File: config.mk
export PLATFORM = sky130hd
export DESIGN_NAME = serial_frame_receiver
export DESIGN_NICKNAME = d
export VERILOG_FILES = /design/src/rtl/serial_frame_receiver.sv
export SDC_FILE = /design/constraint.sdc
export NUM_CORES = 1
export LEC_CHECK = 0
export BUFFER_PORTS_ARGS = -buffer_cell sky130_fd_sc_hd__buf_2
export CAP_MARGIN = 20
export CORE_ASPECT_RATIO = 0.75
export CORE_MARGIN = 4
export CORE_UTILIZATION = 45
export DETAILED_ROUTE_END_ITERATION = 12
export PLACE_DENSITY = 0.61
export SETUP_SLACK_MARGIN = 0.5
export SYNTH_ARGS = -nofsm -noshare
export SYNTH_HDL_FRONTEND = slang
export SYNTH_SLANG_ARGS = --single-unit
File: constraint.sdc
create_clock -name clk_in -period 2.1 [get_ports clk_in]
set_input_delay 0 -clock clk_in [delete_from_list [all_inputs] [get_ports clk_in]]
set_output_delay 0 -clock clk_in [all_outputs]
set_load 0.05 [all_outputs]
File: src/rtl/serial_frame_receiver.sv
// serial_frame_receiver: resynchronises an OutD/OutC serial pair and
// reassembles each frame (address MSB-first, then data MSB-first) into
// parallel words. It also flags a device-address match and aborts
// truncated frames after a period of serial-clock inactivity.
module serial_frame_receiver #(
  parameter int              A_W      = 7,
  parameter int              D_W      = 8,
  parameter logic [A_W-1:0]  DEV_ADDR = 7'h55,
  parameter int              TIMEOUT  = 64
) (
  input  logic           clk_in,
  input  logic           reset,
  input  logic           ser_d,
  input  logic           ser_c,
  output logic [A_W-1:0] addr_out,
  output logic [D_W-1:0] data_out,
  output logic           valid,
  output logic           addr_hit,
  output logic           frame_err,
  output logic           busy
);

  localparam int F_W = A_W + D_W;
  localparam int CW  = $clog2(F_W + 1);
  localparam int TW  = $clog2(TIMEOUT);

  typedef enum logic {IDLE, SHIFT} state_t;

  // synchroniser and edge-detect flops
  logic c1_q, c2_q, c3_q, d1_q, d2_q;
  logic rise;

  state_t          st_q, st_d;
  logic [F_W-1:0]  sr_q, sr_d, sr_nxt;
  logic [CW-1:0]   bitcnt_q, bitcnt_d;
  logic [TW-1:0]   tcnt_q, tcnt_d;
  logic [A_W-1:0]  addr_q, addr_d;
  logic [D_W-1:0]  data_q, data_d;
  logic            valid_q, valid_d;
  logic            hit_q, hit_d;
  logic            ferr_q, ferr_d;

  // Both serial lines are resynchronised with equal depth, so that d2 is
  // aligned with the cycle in which the rising edge of c2 is seen.
  always_ff @(posedge clk_in) begin
    if (reset) begin
      c1_q <= 1'b0; c2_q <= 1'b0; c3_q <= 1'b0;
      d1_q <= 1'b0; d2_q <= 1'b0;
    end else begin
      c1_q <= ser_c; c2_q <= c1_q; c3_q <= c2_q;
      d1_q <= ser_d; d2_q <= d1_q;
    end
  end

  assign rise   = c2_q & ~c3_q;
  assign sr_nxt = {sr_q[F_W-2:0], d2_q};

  // Frame FSM next-state: shift on each rise, complete on the last bit,
  // and abort on inactivity.
  always_comb begin
    st_d     = st_q;
    sr_d     = sr_q;
    bitcnt_d = bitcnt_q;
    tcnt_d   = tcnt_q;
    addr_d   = addr_q;
    data_d   = data_q;
    valid_d  = 1'b0;
    hit_d    = 1'b0;
    ferr_d   = 1'b0;
    case (st_q)
      IDLE: begin
        if (rise) begin
          sr_d     = sr_nxt;
          bitcnt_d = CW'(1);
          tcnt_d   = '0;
          st_d     = SHIFT;
        end
      end
      SHIFT: begin
        if (rise) begin
          sr_d   = sr_nxt;
          tcnt_d = '0;
          if (bitcnt_q == CW'(F_W - 1)) begin
            addr_d   = sr_nxt[F_W-1:D_W];
            data_d   = sr_nxt[D_W-1:0];
            valid_d  = 1'b1;
            hit_d    = (sr_nxt[F_W-1:D_W] == DEV_ADDR);
            bitcnt_d = '0;
            st_d     = IDLE;
          end else begin
            bitcnt_d = bitcnt_q + CW'(1);
          end
        end else if (tcnt_q == TW'(TIMEOUT - 1)) begin
          // Truncated frame: drop the partial bits, keep the last good word.
          ferr_d   = 1'b1;
          bitcnt_d = '0;
          tcnt_d   = '0;
          st_d     = IDLE;
        end else begin
          tcnt_d = tcnt_q + TW'(1);
        end
      end
      default: st_d = IDLE;
    endcase
  end

  // Frame FSM state and registered outputs; reset wins over any event.
  always_ff @(posedge clk_in) begin
    if (reset) begin
      st_q     <= IDLE;
      sr_q     <= '0;
      bitcnt_q <= '0;
      tcnt_q   <= '0;
      addr_q   <= '0;
      data_q   <= '0;
      valid_q  <= 1'b0;
      hit_q    <= 1'b0;
      ferr_q   <= 1'b0;
    end else begin
      st_q     <= st_d;
      sr_q     <= sr_d;
      bitcnt_q <= bitcnt_d;
      tcnt_q   <= tcnt_d;
      addr_q   <= addr_d;
      data_q   <= data_d;
      valid_q  <= valid_d;
      hit_q    <= hit_d;
      ferr_q   <= ferr_d;
    end
  end

  assign addr_out  = addr_q;
  assign data_out  = data_q;
  assign valid     = valid_q;
  assign addr_hit  = hit_q;
  assign frame_err = ferr_q;
  assign busy      = (st_q == SHIFT);

endmodule
; Word-level counts from Yosys, hierarchy flattened
; Cells that the tools add are included.
[totals]
reg_bits = 48
out_inout_bits = 19
[classes]
addsub = 2
n_eq_ne = 5
muxes = 17
bitwise = 5
reduce_logical = 5
[ops]
columns = operator, n
row1 = 2-to-1 mux 6 bit, 3
row2 = 2-to-1 mux 4 bit, 4
row3 = 2-to-1 mux 14 bit, 1
row4 = case mux 6 bit (2 select lines), 1
row5 = case mux 4 bit (2 select lines), 1
row6 = equality test 7 bit (second input constant), 1
row7 = adder 6 x 1 -> 6 bit (second input constant), 1
row8 = equality test 6 bit (second input constant), 1
row9 = 2-to-1 mux 1 bit, 6
row10 = OR reduction 3 bit, 2
row11 = adder 4 x 1 -> 4 bit (second input constant), 1
row12 = equality test 4 bit (second input constant), 1
row13 = NOT 1 bit, 4
row14 = OR reduction 4 bit, 1
row15 = != test 3 x 2 -> 1 bit (second input constant), 1
row16 = AND reduction 3 bit, 1
row17 = != test 2 bit (second input constant), 1
row18 = case mux 1 bit (2 select lines), 1
row19 = AND reduction 2 bit, 1
row20 = bitwise AND 1 bit, 1

; Depth between registers and ports, before layout
; Gate-level depths: netlist of run 1.
[logic_depth]
word_depth = 4
mapped_depth = 6

; Worst setup path before layout of run 1
; Ideal clock, no wire load.
[synth_timing]
path_type = reg2reg
from = reg st_q, in the netlist busy
to = reg addr_q[0], in the netlist addr_out[0]
t_arrival_ps = 1545
slack_ps = 484
path_stages_with_launch = 6
n_path_buf = 2
cell_sequence = dfxtp_1 buf_4 nand4_2 nor2_4 buf_8 mux2i_1
[synth_via]
elab_chain_cells = 1
[synth_rtl]
columns = item, line_no
row1 = from (decl), 33  ; state_t st_q, st_d;
row2 = from (signal assigned), 120  ; st_q <= st_d;
row3 = AND reduction 3 bit (no line), -
row4 = to (signal assigned), 124  ; addr_q <= addr_d;
row5 = to (decl), 37  ; logic [A_W-1:0] addr_q, addr_d;
; Every way passes these cells.
; A chain may end at the register's enable or synchronous reset.

; Worst setup path in the final report of run 1
[layout_timing]
from = reg bitcnt_q[0]
to = reg data_q[2], in the netlist data_out[2]
[layout_via]
elab_chain_cells = 2
[layout_rtl]
columns = item, line_no
row1 = from (decl), 35  ; logic [CW-1:0] bitcnt_q, bitcnt_d;
row2 = from (signal assigned), 122  ; bitcnt_q <= bitcnt_d;
row3 = equality test 4 bit, 83  ; if (bitcnt_q == CW'(F_W - 1)) begin
row4 = AND reduction 3 bit (no line), -
row5 = to (signal assigned), 125  ; data_q <= data_d;
row6 = to (decl), 38  ; logic [D_W-1:0] data_q, data_d;
; Every way passes these cells.

==> flow_metrics.tcl, run 1 <==
set metrics [dict create \
    start_kind "register" \
    cts.sinks 48 \
    synth-compound-area-share 0.103 \
    drive_above_1_share 0.168 \
    arrival_ps 1620 \
    start_util 0.469 \
    synth_nets 221 \
    finalCriticalPeriod_ps 1390 \
    cts.clk_slew.worst_paths_ps 90 \
    final_cells 293 \
    ioPinCount 23 \
    path_max_fanout 9 \
    grt_pass1_vias 1266 \
    synth_xor_area_frac 0.00916 \
    dpl-instance-area_sq_um 2040 \
    antenna_found_initial 0 \
    max-vdd-ir-drop_mv 0.368 \
    synth-seq-cells 48 \
    relSlewSlack 0.714 \
    synth_edf_count 0 \
    cts_max_path_buffers 2 \
    io_buffers 22 \
    place_inst 282 \
    multiInputGateArea_sq_um 863 \
    totalWireLength_mm 3.46 \
    cp-end-kind "register" \
    track_usage 0.136 \
    outcome "finished clean" \
    synth.avg_cell_area_sq_um 8.94 \
    area_growth_pct 14.3 \
    synth_cell_types 36 \
    fin_setup_tns_ps 0 \
    synth.top_cell.area_share 0.502 \
    die-width_um 83.3 \
    maxCapViolations 0 \
    yosys_warnings 0 \
    grt.overflow.total 0 \
    drtIter0Drc 44 \
    final_util 0.536 \
    ys_seq_area_frac 0.502 \
    max_clock_freq_mhz 717 \
    period_share 0.664 \
    p_per_area_nw_per_um2 684 \
    drv_slew 0 \
    syn_area_sq_um 1910 \
    numCtsBuffers 5 \
    synthMuxAreaShare 0.0785 \
    antenna_cells 0 \
    vias 1430 \
    drtAntennaViolNets 0 \
    grt_pass1_wl_mm 5.96 \
    cts_max_level 2 \
    clk_latency_ps 290 \
    synthTopCellsByArea "dfxtp_1 (50%), nand2_1 (13%), mux2i_1 (7.8%)" \
    design_area_sq_um 2190 \
    fillers 382 \
    die_h_um 64.5 \
    setup_violations 0 \
    cts_tree "done" \
    yosysTopAreaCell "dfxtp_1" \
    gp_congestion 0.773 \
    layout.area.seq_sq_um 962 \
    synth_simple_gate_area_share 0.240 \
    cts_root_buf "clkbuf_8" \
    post-synth-top-count-cell "nand2_1" \
    synth_commonest_cells "nand2_1 (66), dfxtp_1 (48), a21oi_1 (19)" \
    hold_path.class "in -> reg" \
    drc 0 \
    routedWlPerCell_um 11.8 \
    nets 245 \
    synthArstFlopShare 0 \
    row_count 20 \
    synth_top_family_by_area "simple AND/OR/NAND/NOR gates" \
    p_leak_nw 0.778 \
    synth_flop_cell "dfxtp_1" \
    finalWorstSetupSlack_ps 706 \
    firstDrtPassIters 4 \
    worst_slew_pin_slew_ps 429 \
    vias_per_cell 4.88 \
    synth_adder_area_share 0.0196 \
    core_sq_um 4080 \
    finalClockSkew_ps 7.42 \
    grt_max_degree 35 \
    dpl.hpwl_mm 2.27 \
    synth_cells 214 \
    final_hold_viol_count 0 \
    worstSetupPathType "reg -> reg" \
    die_area_sq_um 5370 \
    crit_required_ps 2330 \
    pre_cts_slack_ps 488 \
    rsz0062_at_grt "false" \
]
-- per-stage QoR --
step	power, W	hold WS (ps)
global route	0.00156	139
detailed placement	0.000998	216
CTS	0.00151	122
floorplan	0.000986	68.9
finish	0.00150	123
global placement	0.000998	214
-- cell type report --
| cell class | instances | area share |
|---|---|---|
| sequential | 48 | 0.440 |
| tap | 55 | 0.0315 |
| clock buffer | 5 | 0.0315 |
| multi-input combinational | 149 | 0.395 |
| clock inverter | 2 | 0.00572 |
| timing repair buffer | 29 | 0.0881 |
| inverter | 5 | 0.00858 |
-- per-layer routing --
metal	routed length, um	track usage	vias to the layer above
met5	0	0	-
met4	26	0.0490	0
met3	197	0.0457	2
met2	1320	0.182	33
met1	1920	0.201	625
li1	-	-	770
-- cells in the final DEF, fill, tap and decap left out, drive strengths merged, types with 4 or more instances in the layout --
master,count
nand2,66
dfxtp,48
buf,27
a21oi,19
mux2i,15
nor2b,7
nand3,5
clkbuf,5
nand4,5
inv,4
-- cells by family (layout without fill, tap and decap cells) --
logic type	count (synthesis)	count (layout)
and+or+nand+nor	97	97
buffers and inverters	17	41
xor gates and xnor gates	2	2
muxes	15	15
DFF	48	48
adders and majority gates	3	3
AOI/OAI and AO/OA	32	32
-- power breakdown --
group,total (W),internal [W],switching (W)
clock,0.000518,0.000226,0.000292
sequential,0.000924,0.000917,0.00000702
combinational,0.0000548,0.0000165,0.0000383
-- worst max-delay path: stages, from the launching register on --
cell and delay (ps):
dfxtp_1 330, inv_1 110, ha_1 190, nand4_2 170, nor2_4 200, buf_12 160, mux2i_1 180
-- final timing paths --
kind | from | cells past startpoint | end | slack [ps]
worst max-delay path | bitcnt_q[0]$_SDFFE_PP0P_ | 6 | data_out[2]$_SDFFE_PP0P_ | 710
worst min-delay path | reset | 2 | c3_q$_SDFF_PP0_ | 120
worst max register to register | bitcnt_q[0]$_SDFFE_PP0P_ | 6 | data_out[2]$_SDFFE_PP0P_ | 710
worst min register to register | c1_q$_SDFF_PP0_ | 1 | c2_q$_SDFF_PP0_ | 450
-- repair_timing --
action | 4_1_cts | 5_1_grt
setup buffers | 2 | 0
endpoints found under the setup margin | 12 | 1
pin swaps | 1 | 0
hold buffers | 2 | 0
endpoints found under the hold margin | 2 | 0
gates resized for setup | 0 | 1
-- state kept, by name (all words and copies together), names as in the netlist, 4 cells and up --
register and count:
bitcnt_q 4, data_out 8, tcnt_q 6, addr_out 7
sr_q 14
No activity file was read; power rests on OpenSTA's default activity.
==> inputs of run 2 (changes only) <==
==> constraint.sdc (replaced) <==
create_clock -name clk_in -period 1.46 [get_ports clk_in]
set_input_delay 0 -clock clk_in [delete_from_list [all_inputs] [get_ports clk_in]]
set_output_delay 0 -clock clk_in [all_outputs]
set_load 0.05 [all_outputs]
==> run 2 against run 1 <==
First-iteration DRC count up 100%; combinational power grew to 3.3 times the previous value; global-route usage increased by 3.2 points; sequential power rose by 43%; sequential share of layout area shrank 9.2 points.
==> flow_metrics.tcl, run 2 (synthesis gave the netlist of run 1 again) <==
set metrics [dict create \
    outcome "finished clean" \
    worstSetupPathType "reg -> reg" \
    cts.sinks 48 \
    firstDrtPassIters 4 \
    p_leak_nw 1.17 \
    largest_register_ffs 14 \
    nets 279 \
    cts_root_buf "clkbuf_8" \
    vias_per_cell 5.16 \
    drtAntennaViolNets 0 \
    area_growth_pct 50.8 \
    numCtsBuffers 5 \
    drtIter0Drc 90 \
    maxCapViolations 0 \
    drive_above_1_share 0.498 \
    antenna_cells 0 \
    cp-end-kind "register" \
    grt_pass1_wl_mm 7.31 \
    row_count 20 \
    critPathTopFamily "flip-flops" \
    finalClockSkew_ps 8.28 \
    core_sq_um 4080 \
    grt_pass1_vias 1493 \
    io_buffers 22 \
    max-vdd-ir-drop_mv 0.699 \
    start_util 0.469 \
    cts_tree "done" \
    dpl.hpwl_mm 2.44 \
    die-width_um 83.3 \
    pre_cts_slack_ps 96.7 \
    worst_path_max_delay_cell "dfxtp_4" \
    gp_congestion 0.770 \
    die_area_sq_um 5370 \
    vias 1692 \
    hold_path.class "in -> reg" \
    cts.clk_slew.worst_paths_ps 90 \
    max_stage_delay_ps 370 \
    routedWlPerCell_um 14.9 \
    relSlewSlack 0.761 \
    fin_setup_tns_ps 0 \
    crit_required_ps 1690 \
    cts_max_level 2 \
    final_common_cell "nand2_1" \
    drv_slew 0 \
    cts_max_path_buffers 2 \
    setup_violations 0 \
    worst-path-buf-inv 2 \
    worst_slew_pin_slew_ps 358 \
    rsz0062_at_grt "true" \
    crit_chain "inv_4, ha_4, nand4_4, nor2_4, buf_6, mux2i_1" \
    period_share 0.863 \
    ioPinCount 23 \
    p_per_area_nw_per_um2 802 \
    p_total_w 0.00231 \
    final_hold_viol_count 0 \
    finalCriticalPeriod_ps 1260 \
    track_usage 0.168 \
    final_cell_mix "nand2_1 (49), dfxtp_1 (35), buf_4 (21)" \
    path_max_fanout 7 \
    grt.overflow.total 0 \
    max_clock_freq_mhz 794 \
    antenna_found_initial 0 \
    drc 0 \
    arrival_ps 1480 \
    finalWorstSetupSlack_ps 200 \
    die_h_um 64.5 \
    start_kind "register" \
    largest_register "sr_q" \
    totalWireLength_mm 4.87 \
    grt_max_degree 19 \
    clk_latency_ps 300 \
]
run 2: per-layer routing:
| metal | GRT usage | share of wire | up-vias |
|---|---|---|---|
| li1 | - | - | 848 |
| met2 | 0.259 | 0.47 | 45 |
| met4 | 0.0592 | 0.017 | 0 |
| met1 | 0.229 | 0.48 | 790 |
| met5 | 0 | 0 | - |
| met3 | 0.0432 | 0.040 | 9 |
run 2: power breakdown:
part	switching [W]	leakage, nW	internal, W
Combinational	0.0000976	0.726	0.0000810
Clock	0.000430	0.0455	0.000387
Sequential	0.0000123	0.397	0.00130
Total	0.000540	1.17	0.00177
run 2: worst paths after layout:
kind                            start                  endpoint  slack, ps  depth (start not counted)
min                             reset           busy$_SDFF_PP0_         80                          2
min reg2reg           d1_q$_SDFF_PP0_           d2_q$_SDFF_PP0_        440                          1
max reg2reg  bitcnt_q[0]$_SDFFE_PP0P_  data_out[1]$_SDFFE_PP0P_        200                          6
max          bitcnt_q[0]$_SDFFE_PP0P_  data_out[1]$_SDFFE_PP0P_        200                          6
run 2: what timing repair did:
| action | in CTS | in global routing |
|---|---|---|
| resized for setup | 50 | 62 |
| pin swaps | 13 | 30 |
| endpoints found under the hold margin | 2 | 0 |
| hold buffers | 2 | 0 |
| gates cloned | 1 | 0 |
| setup buffers | 19 | 9 |
| setup endpoints to repair | 44 | 45 |
run 2: cell type report:
type	instances	area, sq um
Clock buffer	8	90.1
Fill cell	292	1190
Inverter	5	27.5
Multi-Input combinational cell	150	1190
Sequential cell	48	1000
Tap cell	55	68.8
Timing Repair Buffer	62	508
run 2: metrics by stage:
stage	cells	util	cell area [sq um]	hold slack, ps
CTS	319	0.633	2580	69.5
global placement	289	0.526	2150	220
floorplan	214	-	1980	68.9
finish	328	0.707	2880	84.1
global route	328	0.707	2880	103
detailed placement	289	0.526	2150	216
==> inputs of run 3 (changes only) <==
--- a/config.mk
+++ b/config.mk
@@ -12,6 +12,7 @@
 export CORE_UTILIZATION = 45
 export DETAILED_ROUTE_END_ITERATION = 12
 export PLACE_DENSITY = 0.61
+export RECOVER_POWER = 25
 export SETUP_SLACK_MARGIN = 0.5
 export SYNTH_ARGS = -nofsm -noshare
 export SYNTH_HDL_FRONTEND = slang
==> constraint.sdc (replaced) <==
create_clock -name clk_in -period 1.25 [get_ports clk_in]
set_input_delay 0 -clock clk_in [delete_from_list [all_inputs] [get_ports clk_in]]
set_output_delay 0 -clock clk_in [all_outputs]
set_load 0.05 [all_outputs]
==> run 3 against run 2 <==
The flow now finishes with violations (setup timing); clock skew is 2.0 ps lower; die area stayed put; clock power is 27% higher; total power is 21% higher; setup slack worse by 220 ps; critical path depth is 1 higher; cell area is 8.7% higher; count of clock-buffer cells in the layout is 2 lower; combinational power is 16% higher; first-iteration DRC count is 14% lower.
==> flow_metrics.tcl, run 3 (synthesis gave the netlist of run 1 again) <==
set metrics [dict create \
    antenna_cells 0 \
    clk_latency_ps 300 \
    core_sq_um 4080 \
    grt_max_degree 31 \
    arrival_ps 1490 \
    track_usage 0.174 \
    worst_slew_pin_slew_ps 594 \
    cts_max_path_buffers 2 \
    dpl.hpwl_mm 2.44 \
    worst-r2r-setup-slack_ps -20 \
    max-vdd-ir-drop_mv 0.709 \
    worstSetupPathType "reg -> reg" \
    start_util 0.469 \
    row_count 20 \
    io_buffers 22 \
    die_h_um 64.5 \
    cts_tree "done" \
    rsz0062_at_grt "true" \
    drv_slew 0 \
    hold_depth 3 \
    r2r_cells 7 \
    critPathTopFamily "flip-flops" \
    die-width_um 83.3 \
    final_common_cell "nand2_1" \
    hold_start "reset" \
    period_share 1.02 \
    maxCapViolations 0 \
    ioPinCount 23 \
    numCtsBuffers 5 \
    cts.clk_slew.worst_paths_ps 90 \
    crit_chain "inv_2, ha_4, nand4_4, nor2_4, buf_6, buf_16, mux2i_1" \
    largest_register_ffs 14 \
    grt.overflow.total 0 \
    gp_congestion 0.841 \
    routedWlPerCell_um 14.9 \
    cp_num_cells 7 \
    drtIter0Drc 77 \
    path_max_fanout 7 \
    area_growth_pct 63.9 \
    drc 0 \
    cp-end-kind "register" \
    finalWorstSetupSlack_ps -24.4 \
    fin_setup_tns_ps -47.6 \
    crit_start "bitcnt_q[0]$_SDFFE_PP0P_" \
    outcome "finished, violations left" \
    final_util 0.769 \
    largest_register "sr_q" \
    setup_violations 4 \
    finalCriticalPeriod_ps 1270 \
    grt_pass1_vias 1640 \
    grt_pass1_wl_mm 7.67 \
    crit_required_ps 1470 \
    p_leak_nw 1.25 \
    cts.sinks 48 \
    cts_root_buf "clkbuf_8" \
    start_kind "register" \
    vias 1751 \
    drive_above_1_share 0.561 \
    max_clock_freq_mhz 785 \
    cts_max_level 2 \
    firstDrtPassIters 4 \
    final_cell_mix "nand2_1 (46), buf_4 (26), dfxtp_1 (21)" \
    final_hold_viol_count 0 \
    drtAntennaViolNets 0 \
    die_area_sq_um 5370 \
    violations "setup timing" \
    vias_per_cell 5.23 \
    max_stage_delay_ps 340 \
    holdWs_ps 200 \
    hold_path.class "in -> reg" \
    worst_path_max_delay_cell "dfxtp_2" \
    worst-path-buf-inv 3 \
    antenna_found_initial 0 \
    reg2reg_from "bitcnt_q[0]$_SDFFE_PP0P_" \
    p_per_area_nw_per_um2 891 \
    nets 286 \
    relSlewSlack 0.605 \
    totalWireLength_mm 5.00 \
    finalClockSkew_ps 6.32 \
]
-- run 3: changes by cell type in the layout (fill, tap and decap cells not counted), moves of 5 or more --
cell	delta
buf_4	+5
nand2_2	+6
buf_2	-17
dlymetal6s2s_1	+5
buf_8	+11
dfxtp_1	-14
dfxtp_2	+17
-- run 3: layout make-up --
class	instances	area, sq um
clock buffers	6	93.8
well taps	55	68.8
inverters	5	28.8
flip-flops and latches	48	1010
clock inverters	2	11.3
repair buffers	69	734
fillers	264	943
multi-input cells	150	1190
-- run 3: layer usage --
layer  GRT usage  vias to the layer above  part of all wire
met5           0                        -                 0
met2       0.276                       44              0.49
met4      0.0429                        0            0.0038
li1            -                      863                 -
met3      0.0419                        2             0.049
met1       0.241                      842              0.46
-- run 3: worst reg2reg max path: cells and delay by family (launching register included) --
family                     cells  cell delay (ps)
muxes                          1              190
and+or+nand+nor                2              210
adders and majority gates      1              140
buffers and inverters          3              330
DFF                            1              340
-- run 3: path summary, 6_finish.rpt --
check,endpoint
worst max-delay path,data_out[0]$_SDFFE_PP0P_
worst min-delay path,sr_q[8]$_SDFFE_PP0P_
worst max register to register,data_out[0]$_SDFFE_PP0P_
worst min register to register,d2_q$_SDFF_PP0_
-- run 3: what timing repair did --
item,in CTS,in global routing
pin swaps,15,25
gates resized for setup,115,65
gates cloned,3,0
endpoints found under the hold margin,2,0
setup endpoints to repair,62,62
buffers inserted,18,12
hold buffers,2,0
-- run 3: power by group --
group / total, W / switching, W / internal [W] / leakage (nW)
logic: 0.000208 / 0.000114 / 0.0000946 / 0.787
clock network: 0.00104 / 0.000531 / 0.000514 / 0.0566
registers: 0.00154 / 0.0000144 / 0.00153 / 0.403
-- run 3: through the flow --
step	setup WS (ps)	cell area, sq um	cells	power, W
after floorplan	-77.8	1990	214	0.00167
after CTS	30.9	2830	323	0.00277
final	-24.4	3140	335	0.00280
after global routing	-84.0	3140	335	0.00289
after global placement	4.24	2190	292	0.00170
after detailed placement	-47.9	2190	292	0.00170
